`src/rtl/axi_lite_hwinfo_regs.sv`:
```
// AXI-Lite register block: eight read-only hardware-info words and eight RW config words.
// Optional read-only access counter at offset 0x40 when AXIL_HWINFO_ACCESS_CNT_EN is defined.
//
// state  | meaning
// W_IDLE | accepting AW and W independently, commit once both are held
// W_RESP | write response presented, waiting for b_ready_i
// R_IDLE | accepting AR
// R_RESP | read data presented, waiting for r_ready_i
module axi_lite_hwinfo_regs #(
  parameter int unsigned AxiAddrWidth = 32,
  parameter int unsigned AxiDataWidth = 128,
  parameter int unsigned AxiStrbWidth = AxiDataWidth / 8
) (
  input  logic                    clk_i,
  input  logic                    rst_ni,
  input  logic [AxiAddrWidth-1:0] aw_addr_i,
  input  logic [2:0]              aw_prot_i,
  input  logic                    aw_valid_i,
  output logic                    aw_ready_o,
  input  logic [AxiDataWidth-1:0] w_data_i,
  input  logic [AxiStrbWidth-1:0] w_strb_i,
  input  logic                    w_valid_i,
  output logic                    w_ready_o,
  output logic [1:0]              b_resp_o,
  output logic                    b_valid_o,
  input  logic                    b_ready_i,
  input  logic [AxiAddrWidth-1:0] ar_addr_i,
  input  logic [2:0]              ar_prot_i,
  input  logic                    ar_valid_i,
  output logic                    ar_ready_o,
  output logic [AxiDataWidth-1:0] r_data_o,
  output logic [1:0]              r_resp_o,
  output logic                    r_valid_o,
  input  logic                    r_ready_i,
  input  logic [7:0][31:0]        info_i,
  output logic [7:0][31:0]        cfg_o
);

  localparam int unsigned NumLanes   = AxiDataWidth / 32;
  localparam logic [1:0]  LaneMask   = 2'(NumLanes - 1);
  localparam logic [1:0]  RespOkay   = 2'b00;
  localparam logic [1:0]  RespSlverr = 2'b10;

  typedef enum logic {W_IDLE, W_RESP} w_state_e;
  typedef enum logic {R_IDLE, R_RESP} r_state_e;

  w_state_e                r_w_state;
  w_state_e                w_w_state_nxt;
  r_state_e                r_r_state;
  r_state_e                w_r_state_nxt;

  logic                    r_live;
  logic                    r_aw_got;
  logic                    r_w_got;
  logic [5:0]              r_aw_idx;
  logic [1:0]              r_aw_lane;
  logic [AxiDataWidth-1:0] r_w_data;
  logic [AxiStrbWidth-1:0] r_w_strb;
  logic [1:0]              r_b_resp;
  logic [7:0][31:0]        r_cfg;
  logic [AxiDataWidth-1:0] r_rd_data;
  logic [1:0]              r_rd_resp;

  logic                    w_aw_hs;
  logic                    w_w_hs;
  logic                    w_ar_hs;
  logic                    w_commit;
  logic [5:0]              w_wr_idx;
  logic [1:0]              w_wr_lane;
  logic [AxiDataWidth-1:0] w_wr_data;
  logic [AxiStrbWidth-1:0] w_wr_strb;
  logic [31:0]             w_lane_data;
  logic [3:0]              w_lane_strb;
  logic                    w_wr_ok;
  logic [5:0]              w_rd_idx;
  logic [31:0]             w_rd_word;
  logic [1:0]              w_rd_resp;
  logic                    w_unused_ok;

  // Readies stay low through reset and rise on the first clock after release.
  always_ff @(posedge clk_i or negedge rst_ni) begin
    if (!rst_ni) r_live <= 1'b0;
    else         r_live <= 1'b1;
  end

  // ---------------- write FSM ----------------
  always_ff @(posedge clk_i or negedge rst_ni) begin
    if (!rst_ni) r_w_state <= W_IDLE;
    else         r_w_state <= w_w_state_nxt;
  end

  always_comb begin
    w_w_state_nxt = r_w_state;
    case (r_w_state)
      W_IDLE:  if (w_commit)  w_w_state_nxt = W_RESP;
      W_RESP:  if (b_ready_i) w_w_state_nxt = W_IDLE;
      default: w_w_state_nxt = W_IDLE;
    endcase
  end

  always_comb begin
    aw_ready_o = 1'b0;
    w_ready_o  = 1'b0;
    b_valid_o  = 1'b0;
    case (r_w_state)
      W_IDLE: begin
        aw_ready_o = r_live & ~r_aw_got;
        w_ready_o  = r_live & ~r_w_got;
      end
      W_RESP:  b_valid_o = 1'b1;
      default: ;
    endcase
  end

  assign b_resp_o = r_b_resp;

  assign w_aw_hs  = aw_valid_i & aw_ready_o;
  assign w_w_hs   = w_valid_i & w_ready_o;
  assign w_commit = (r_w_state == W_IDLE) & (r_aw_got | w_aw_hs) & (r_w_got | w_w_hs);

  // A same-cycle handshake bypasses the capture registers.
  assign w_wr_idx    = r_aw_got ? r_aw_idx : aw_addr_i[7:2];
  assign w_wr_lane   = (r_aw_got ? r_aw_lane : aw_addr_i[3:2]) & LaneMask;
  assign w_wr_data   = r_w_got ? r_w_data : w_data_i;
  assign w_wr_strb   = r_w_got ? r_w_strb : w_strb_i;
  assign w_lane_data = w_wr_data[{w_wr_lane, 5'b00000} +: 32];
  assign w_lane_strb = w_wr_strb[{w_wr_lane, 2'b00} +: 4];
  assign w_wr_ok     = (w_wr_idx[5:3] == 3'b001);

  always_ff @(posedge clk_i or negedge rst_ni) begin
    if (!rst_ni) begin
      r_aw_got  <= 1'b0;
      r_w_got   <= 1'b0;
      r_aw_idx  <= '0;
      r_aw_lane <= '0;
      r_w_data  <= '0;
      r_w_strb  <= '0;
      r_b_resp  <= RespOkay;
    end else if (w_commit) begin
      r_aw_got <= 1'b0;
      r_w_got  <= 1'b0;
      r_b_resp <= w_wr_ok ? RespOkay : RespSlverr;
    end else begin
      if (w_aw_hs) begin
        r_aw_got  <= 1'b1;
        r_aw_idx  <= aw_addr_i[7:2];
        r_aw_lane <= aw_addr_i[3:2];
      end
      if (w_w_hs) begin
        r_w_got  <= 1'b1;
        r_w_data <= w_data_i;
        r_w_strb <= w_strb_i;
      end
    end
  end

  always_ff @(posedge clk_i or negedge rst_ni) begin
    if (!rst_ni) begin
      r_cfg <= '0;
    end else if (w_commit && w_wr_ok) begin
      for (int b = 0; b < 4; b++) begin
        if (w_lane_strb[b]) r_cfg[w_wr_idx[2:0]][b*8 +: 8] <= w_lane_data[b*8 +: 8];
      end
    end
  end

  assign cfg_o = r_cfg;

  // ---------------- read FSM ----------------
  always_ff @(posedge clk_i or negedge rst_ni) begin
    if (!rst_ni) r_r_state <= R_IDLE;
    else         r_r_state <= w_r_state_nxt;
  end

  always_comb begin
    w_r_state_nxt = r_r_state;
    case (r_r_state)
      R_IDLE:  if (w_ar_hs)   w_r_state_nxt = R_RESP;
      R_RESP:  if (r_ready_i) w_r_state_nxt = R_IDLE;
      default: w_r_state_nxt = R_IDLE;
    endcase
  end

  always_comb begin
    ar_ready_o = 1'b0;
    r_valid_o  = 1'b0;
    case (r_r_state)
      R_IDLE:  ar_ready_o = r_live;
      R_RESP:  r_valid_o  = 1'b1;
      default: ;
    endcase
  end

  assign w_ar_hs  = ar_valid_i & ar_ready_o;
  assign w_rd_idx = ar_addr_i[7:2];

`ifdef AXIL_HWINFO_ACCESS_CNT_EN
  logic [31:0] r_acc_cnt;
  logic        w_b_hs;
  logic        w_r_hs;

  assign w_b_hs = b_valid_o & b_ready_i;
  assign w_r_hs = r_valid_o & r_ready_i;

  always_ff @(posedge clk_i or negedge rst_ni) begin
    if (!rst_ni) r_acc_cnt <= '0;
    else         r_acc_cnt <= r_acc_cnt + 32'(w_b_hs) + 32'(w_r_hs);
  end
`endif

  // RW words are read from the registered copy, so a same-edge write is not yet visible.
  always_comb begin
    w_rd_word = '0;
    w_rd_resp = RespSlverr;
    if (w_rd_idx[5:3] == 3'b000) begin
      w_rd_word = info_i[w_rd_idx[2:0]];
      w_rd_resp = RespOkay;
    end else if (w_rd_idx[5:3] == 3'b001) begin
      w_rd_word = r_cfg[w_rd_idx[2:0]];
      w_rd_resp = RespOkay;
    end
`ifdef AXIL_HWINFO_ACCESS_CNT_EN
    else if (w_rd_idx == 6'd16) begin
      w_rd_word = r_acc_cnt;
      w_rd_resp = RespOkay;
    end
`endif
  end

  always_ff @(posedge clk_i or negedge rst_ni) begin
    if (!rst_ni) begin
      r_rd_data <= '0;
      r_rd_resp <= RespOkay;
    end else if (w_ar_hs) begin
      r_rd_data <= {NumLanes{w_rd_word}};
      r_rd_resp <= w_rd_resp;
    end
  end

  assign r_data_o = r_rd_data;
  assign r_resp_o = r_rd_resp;

  // Protection bits and out-of-window address bits carry no meaning here.
  assign w_unused_ok = ^{aw_prot_i, ar_prot_i,
                         aw_addr_i[AxiAddrWidth-1:8], aw_addr_i[1:0],
                         ar_addr_i[AxiAddrWidth-1:8], ar_addr_i[1:0]};

endmodule

```
`config.mk`:
```
export PLATFORM = sky130hd
export DESIGN_NAME = axi_lite_hwinfo_regs
export DESIGN_NICKNAME = d
export VERILOG_FILES = /design/src/rtl/axi_lite_hwinfo_regs.sv
export SDC_FILE = /design/constraint.sdc
export NUM_CORES = 1
export LEC_CHECK = 0
export BUFFER_PORTS_ARGS = -buffer_cell sky130_fd_sc_hd__buf_2
export CAP_MARGIN = 20
export CORE_AREA = 2 2 343 345
export CTS_CLUSTER_SIZE = 16
export DETAILED_ROUTE_END_ITERATION = 10
export DIE_AREA = 0 0 345 347
export PLACE_DENSITY = 0.46
export SYNTH_ARGS = -nofsm -noshare
export SYNTH_HDL_FRONTEND = slang
export SYNTH_SLANG_ARGS = --single-unit
```
`constraint.sdc`:
```
create_clock -name clk_i -period 2.49 [get_ports clk_i]
set_input_delay 0.498 -clock clk_i [delete_from_list [all_inputs] [get_ports clk_i]]
set_output_delay 0.498 -clock clk_i [all_outputs]
set_load 0.01 [all_outputs]
```
# Yosys cells after proc, flatten, opt, wreduce, memory -nomap -nowiden
# Index checks and enable logic that the tools add are counted.
# word_totals
out_inout_bits,393
elab_cells,95
regBits,545
in_bits,477
# classes
mux,47
reduce_logical,7
eq_ne,2
bitwise_logic,14
shifts,2
n_lt_le_gt_ge,3
# ops
op,count
2-to-1 mux 256 bit,7
bitwise mux 256 bit,4
demux 32 bit (select 3 bit),4
binary-select mux 32 bit (select 3 bit),2
2-to-1 mux 32 bit,5
2-to-1 mux 128 bit,1
indexed part select 128 x 8 -> 32 bit,1
2-to-1 mux 16 bit,2
2-to-1 mux 24 bit,1
indexed part select 16 x 5 -> 4 bit,1
2-to-1 mux 1 bit,13
"< comparator 3 x 4 -> 1 bit, second input constant",2
2-to-1 mux 2 bit,4
2-to-1 mux 8 bit,1
bitwise AND 1 bit,7
"== test 3 x 1 -> 1 bit, second input constant",2
2-to-1 mux 6 bit,1
inverter 1 bit,5
case mux 1 bit (2 select lines),2
AND reduction 2 bit,2
nonzero test 2 bit,2
"greater-or-equal comparator 3 x 1 -> 1 bit, second input constant",1
zero test 3 bit,1
logical AND 1 bit,2
bitwise OR 1 bit,2

# Logic depth before layout (Yosys ltp)
# depth
word_depth,17
mapped_depth,8
mapped_depth_nobuf,4

# Worst setup path after synthesis
# Ideal clock, no wire load.
# synth_timing
path_type,flip-flop to flip-flop
startpoint,reg r_aw_got
endpoint,"reg r_cfg, in the netlist cfg_o[144]"
t_required_ps,2365
period_less_slack_ps,2257
setup_ps,125
t_arrival_ps,2132
path_slack_ps,233
path_stages_with_launch,8
path_buffers,3
cell_sequence,dfrtp_1 -> buf_6 -> mux2_2 -> buf_2 -> clkbuf_1 -> mux4_2 -> mux2_2 -> mux2_2
# synth_via
elab_chain_len,13
word_cells_on_any_way,32
cone_classes,2 x order compare; 1 x eq/ne; 2 x shift; 19 x mux; 6 x bitwise; 2 x reduce/logical
# synth_rtl
item,line,text
from (decl),53,logic r_aw_got;
from (signal assigned),132,r_aw_got <= 1'b0;
from (signal assigned),140,r_aw_got <= 1'b0;
from (signal assigned),145,r_aw_got <= 1'b1;
"parallel branches: the longest is 13 deep, another holds 2-to-1 mux 256 bit",-,
"to (signal, indexed assignment)",162,if (w_lane_strb[b]) r_cfg[w_wr_idx[2:0]][b*8 +: 8] <= w_lane_data[b*8 +: 8];
to (decl),60,logic [7:0][31:0] r_cfg;
# Several ways; the timed one is not identified. The select of a mux whose other input is x is not followed.
# A chain may end at the register's enable or synchronous reset.

# Worst setup path after layout
# layout_timing
startpoint,reg r_live
endpoint,"reg r_cfg, in the netlist cfg_o[149]"
# layout_via
elab_chain_len,7
word_cells_on_any_way,11
cone_classes,2 x mux; 8 x bitwise; 1 x reduce/logical
# layout_rtl
item,line,text
from (decl),52,logic r_live;
from (signal assigned),82,if (!rst_ni) r_live <= 1'b0;
from (signal assigned),83,else r_live <= 1'b1;
bitwise AND 1 bit,107,aw_ready_o = r_live & ~r_aw_got;
2-to-1 mux 1 bit,105,case (r_w_state)
bitwise AND 1 bit,117,assign w_aw_hs = aw_valid_i & aw_ready_o;
bitwise OR 1 bit,119,assign w_commit = (r_w_state == W_IDLE) & (r_aw_got | w_aw_hs) & (r_w_got | w_w_hs);
bitwise AND 1 bit,119,
bitwise AND 1 bit (*),119,
logical AND 1 bit (*),160,end else if (w_commit && w_wr_ok) begin
# Mark *: on every way between the ends. The rest lies on a longest branch, timed or not.

==> results by group <==
Status
  – Outcome: complete, no violations

Min path
  – Hold WC Path Type: in -> reg
  – Hold EP: r_w_data[111]$_DFFE_PN0P_
  – Hold path startpoint: w_data_i[111]
  – Worst Hold Depth: 2

Placed design
  – Placed wire-length estimate: 84100 µm
  – Placed Area: 0.0310 mm²
  – RePlAce Congestion: 0.826
  – Post-Place Cells: 3969
  – Dpl ws: -48.2 ps
  – IO Port Bufs: 809

Logic synthesis
  – Simple logic cell fraction of the synthesized area: 0.0265
  – Top cells by area, synth: dfrtp_1, mux2_2, mux4_2
  – Mapped Area: 0.0243 mm²
  – Yosys warnings: 0
  – Synth Area in Compound Gates: 0.0581
  – Mux contribution to synthesized area: 0.404
  – Syn Inst Count: 1685
  – Seq cells post-synth: 445
  – Share of the synthesized area in the top cell type: 0.459
  – Area leader, netlist: dfrtp_1
  – Synth cell types: 38
  – Seq/Total Area, Yosys: 0.459
  – Main combinational cell family by area after synthesis: multiplexers
  – Adder-cell area share of the yosys netlist: 0
  – Avg Inst Size Synth: 14.4 µm²
  – Synth Area in XOR/XNOR: 0

Drt
  – Via count: 18400
  – Post-DRT Antenna Nets: 0
  – Wire per inst: 26.3 µm
  – Initial DRC count: 1116
  – Number of iterations in the first detailed-routing pass: 7
  – DRC Markers: 0
  – Drt via density: 4.49
  – WL final: 107000 µm

Power and ir drop
  – Maximum vdd drop: 0.585 mV
  – Power density cells: 981 mW/mm²
  – Internal: 20.7 mW
  – Clk network pwr share: 0.266
  – Reg power frac: 0.343
  – Comb pwr share: 0.391
  – Total power: 32.3 mW
  – Sw Ratio: 0.360
  – Switching Power: 11.6 mW
  – P_leak: 16.2 nW

Timing
  – Hold_ws: 89.7 ps
  – RSZ-0062 raised after global routing: false
  – # setup viols final: 0
  – Fin. max-slew vios: 0
  – Fin worst setup slack: 71.1 ps
  – Final hold violation count: 0
  – Skew final: 24.2 ps
  – Final Cycle Share: 0.971
  – Worst relative slew slack: 0.624
  – Fin crit period: 2420 ps
  – Worst-margin pin slew: 548 ps
  – Setup tns final: 0 ps
  – Max Fclk: 0.413 GHz

Global route
  – Vias in the first global route: 18700
  – GRT Residual Overflow: 0
  – Largest net degree at the start of global routing: 57
  – Total Routing Usage GR: 0.173
  – First-pass GRT wire length: 149000 µm
  – Initial antenna violation count: 41

Die
  – Die W: 345 µm
  – Num ports: 870
  – Initial Util: 0.210
  – Core area: 0.116 mm²
  – Height of the die: 347 µm
  – Rows: 125
  – Die area: 0.120 mm²

Final layout
  – Non-filler cells, final: 4087
  – Final nets: 2984
  – Layout cell share with drive strength beyond 1: 0.680
  – Fin area: 0.0330 mm²
  – Area growth from synthesis to layout: 35.8%
  – Post-layout util: 0.285

Critical path
  – Worst path arrival time: 2940 ps
  – WP depth: 7
  – Reg2reg end: cfg_o[149]$_DFFE_PN0P_
  – Peak fanout along the critical path: 16
  – CP bufs+invs: 3
  – Req. time, crit path: 3010 ps
  – CP delay by family, top: simple AND/OR/NAND/NOR gates
  – Reg-to-Reg Start: r_live$_DFF_PN0_
  – Worst setup SP type: register
  – CP max stage cell: or3_2
  – CP most frequent cell: buf_12
  – Largest stage delay, worst path: 500 ps
  – Critical Path End Type: register
  – Reg2reg setup slack: 70 ps
  – Critical path, cell by cell: buf_12, a21oi_1, or3_2, buf_12, nor4_4, buf_12, mux2_2
  – Critical path class: reg -> reg
  – R2R cell count: 7

Clock network
  – CTS tree: yes
  – Worst skew pair latency: 660 ps
  – H-tree depth: 2
  – Root buffer cell: clkbuf_16
  – Clk slew on worst S/H paths: 60 ps
  – TritonCTS Buffers: 58
  – Setup bufs post-CTS: 0
  – CTS sink cnt: 445
  – Clock Tree Buf Depth: 3

Run
  – Max-cap violations: 0
-- what timing repair did --
action,CTS,global route
pin swaps,0,2
gates cloned,0,0
gates resized for setup,1,1
hold buffers,2,0
setup endpoints to repair,4,68
hold endpoints to repair,30,0
-- cells in the final DEF, fill, tap and decap left out, types with 3 or more instances in the layout --
cell type and n:
o22ai_1 32, buf_12 63, a2bb2oi_1 6, mux2_2 502, diode_2 14, o21ai_0 35, clkinv_2 4, nand3_1 18
nand3b_1 4, a22oi_1 26, dfrtp_1 443, clkbuf_8 16, mux4_2 128, or3b_1 3, o31ai_1 33, clkbuf_16 59
buf_2 805, nand2_1 3, buf_4 91, nor4_4 16, mux2i_1 87, bufinv_16 3, and2_1 4, inv_1 6
o21bai_1 32, nor2_1 4, mux2_4 27, a21oi_1 52, conb_1 3, clkbuf_1 13
-- area by class of cell --
type / instances / area, µm²
antenna: 14 / 35.0
clock buffer: 88 / 1750
clock inverter: 14 / 184
fill: 12000 / 82800
inverter: 6 / 22.5
multi-input combinational: 1031 / 11900
sequential: 445 / 11100
tap: 1524 / 1910
timing repair buffer: 965 / 6050
-- metal layers --
| layer | wire, µm | GRT usage |
|---|---|---|
| met1 | 47800 | 0.234 |
| met2 | 48700 | 0.270 |
| met3 | 8220 | 0.0545 |
| met4 | 2390 | 0.0406 |
| met5 | 154 | 0 |
-- worst max path at each step --
stage	to	slack, ps	start
CTS	cfg_o[181]$_DFFE_PN0P_	20	r_aw_got$_DFFE_PN0P_
global route	cfg_o[145]$_DFFE_PN0P_	5	r_aw_got$_DFFE_PN0P_
floorplan	cfg_o[144]$_DFFE_PN0P_	230	r_aw_got$_DFFE_PN0P_
finish	cfg_o[149]$_DFFE_PN0P_	70	r_live$_DFF_PN0_
global placement	cfg_o[145]$_DFFE_PN0P_	-20	aw_addr_i[2]
detailed placement	cfg_o[145]$_DFFE_PN0P_	-50	aw_addr_i[2]
-- cell usage after synthesis, drive strengths merged --
library cell  instances
nor2b                 2
a22oi                27
mux2                529
a2bb2oi               6
or3b                  3
nor2                  4
nand2b                2
buf                 144
a22o                  1
mux4                128
and4bb                1
a32oi                 1
or3                   2
conb                  2
mux2i                87
nor3                  2
nor4                 17
and2                  4
or4b                  1
o21ai                35
nand3b                4
nor4b                 1
nand4                 1
nand3                18
o21bai               32
nand2                 3
inv                   6
o22ai                32
dfrtp               445
clkbuf               60
o31ai                33
a21oi                52
-- power by group through the flow --
stage | sequential (mW) | combinational (mW) | clock, mW
4_1_cts | 11.1 | 12.8 | 8.91
5_1_grt | 11.4 | 13.5 | 9.19
6_report | 11.1 | 12.7 | 8.60
2_1_floorplan | 11.1 | 7.36 | 0
3_3_place_gp | 11.1 | 12.7 | 0
3_5_place_dp | 11.2 | 12.8 | 0
-- cell families (layout without fill, tap and decap cells) --
| group | Yosys count | in the layout |
|---|---|---|
| AOI/OAI and AO/OA | 219 | 219 |
| buffers and inverters | 210 | 1073 |
| DFF | 445 | 445 |
| muxes | 744 | 744 |
| other | 2 | 17 |
| and+or+nand+nor | 65 | 65 |
-- registers in the layout, summed over array words and instances, names as in the netlist --
name and count:
r_r_state 1, r_w_data 128, r_live 1, r_data_o 32
b_resp_o 1, r_aw_got 1, r_resp_o 1, cfg_o 256
r_w_got 1, r_w_strb 16, r_w_state 1, r_aw_idx 6
(Power assumes the default switching activity.)
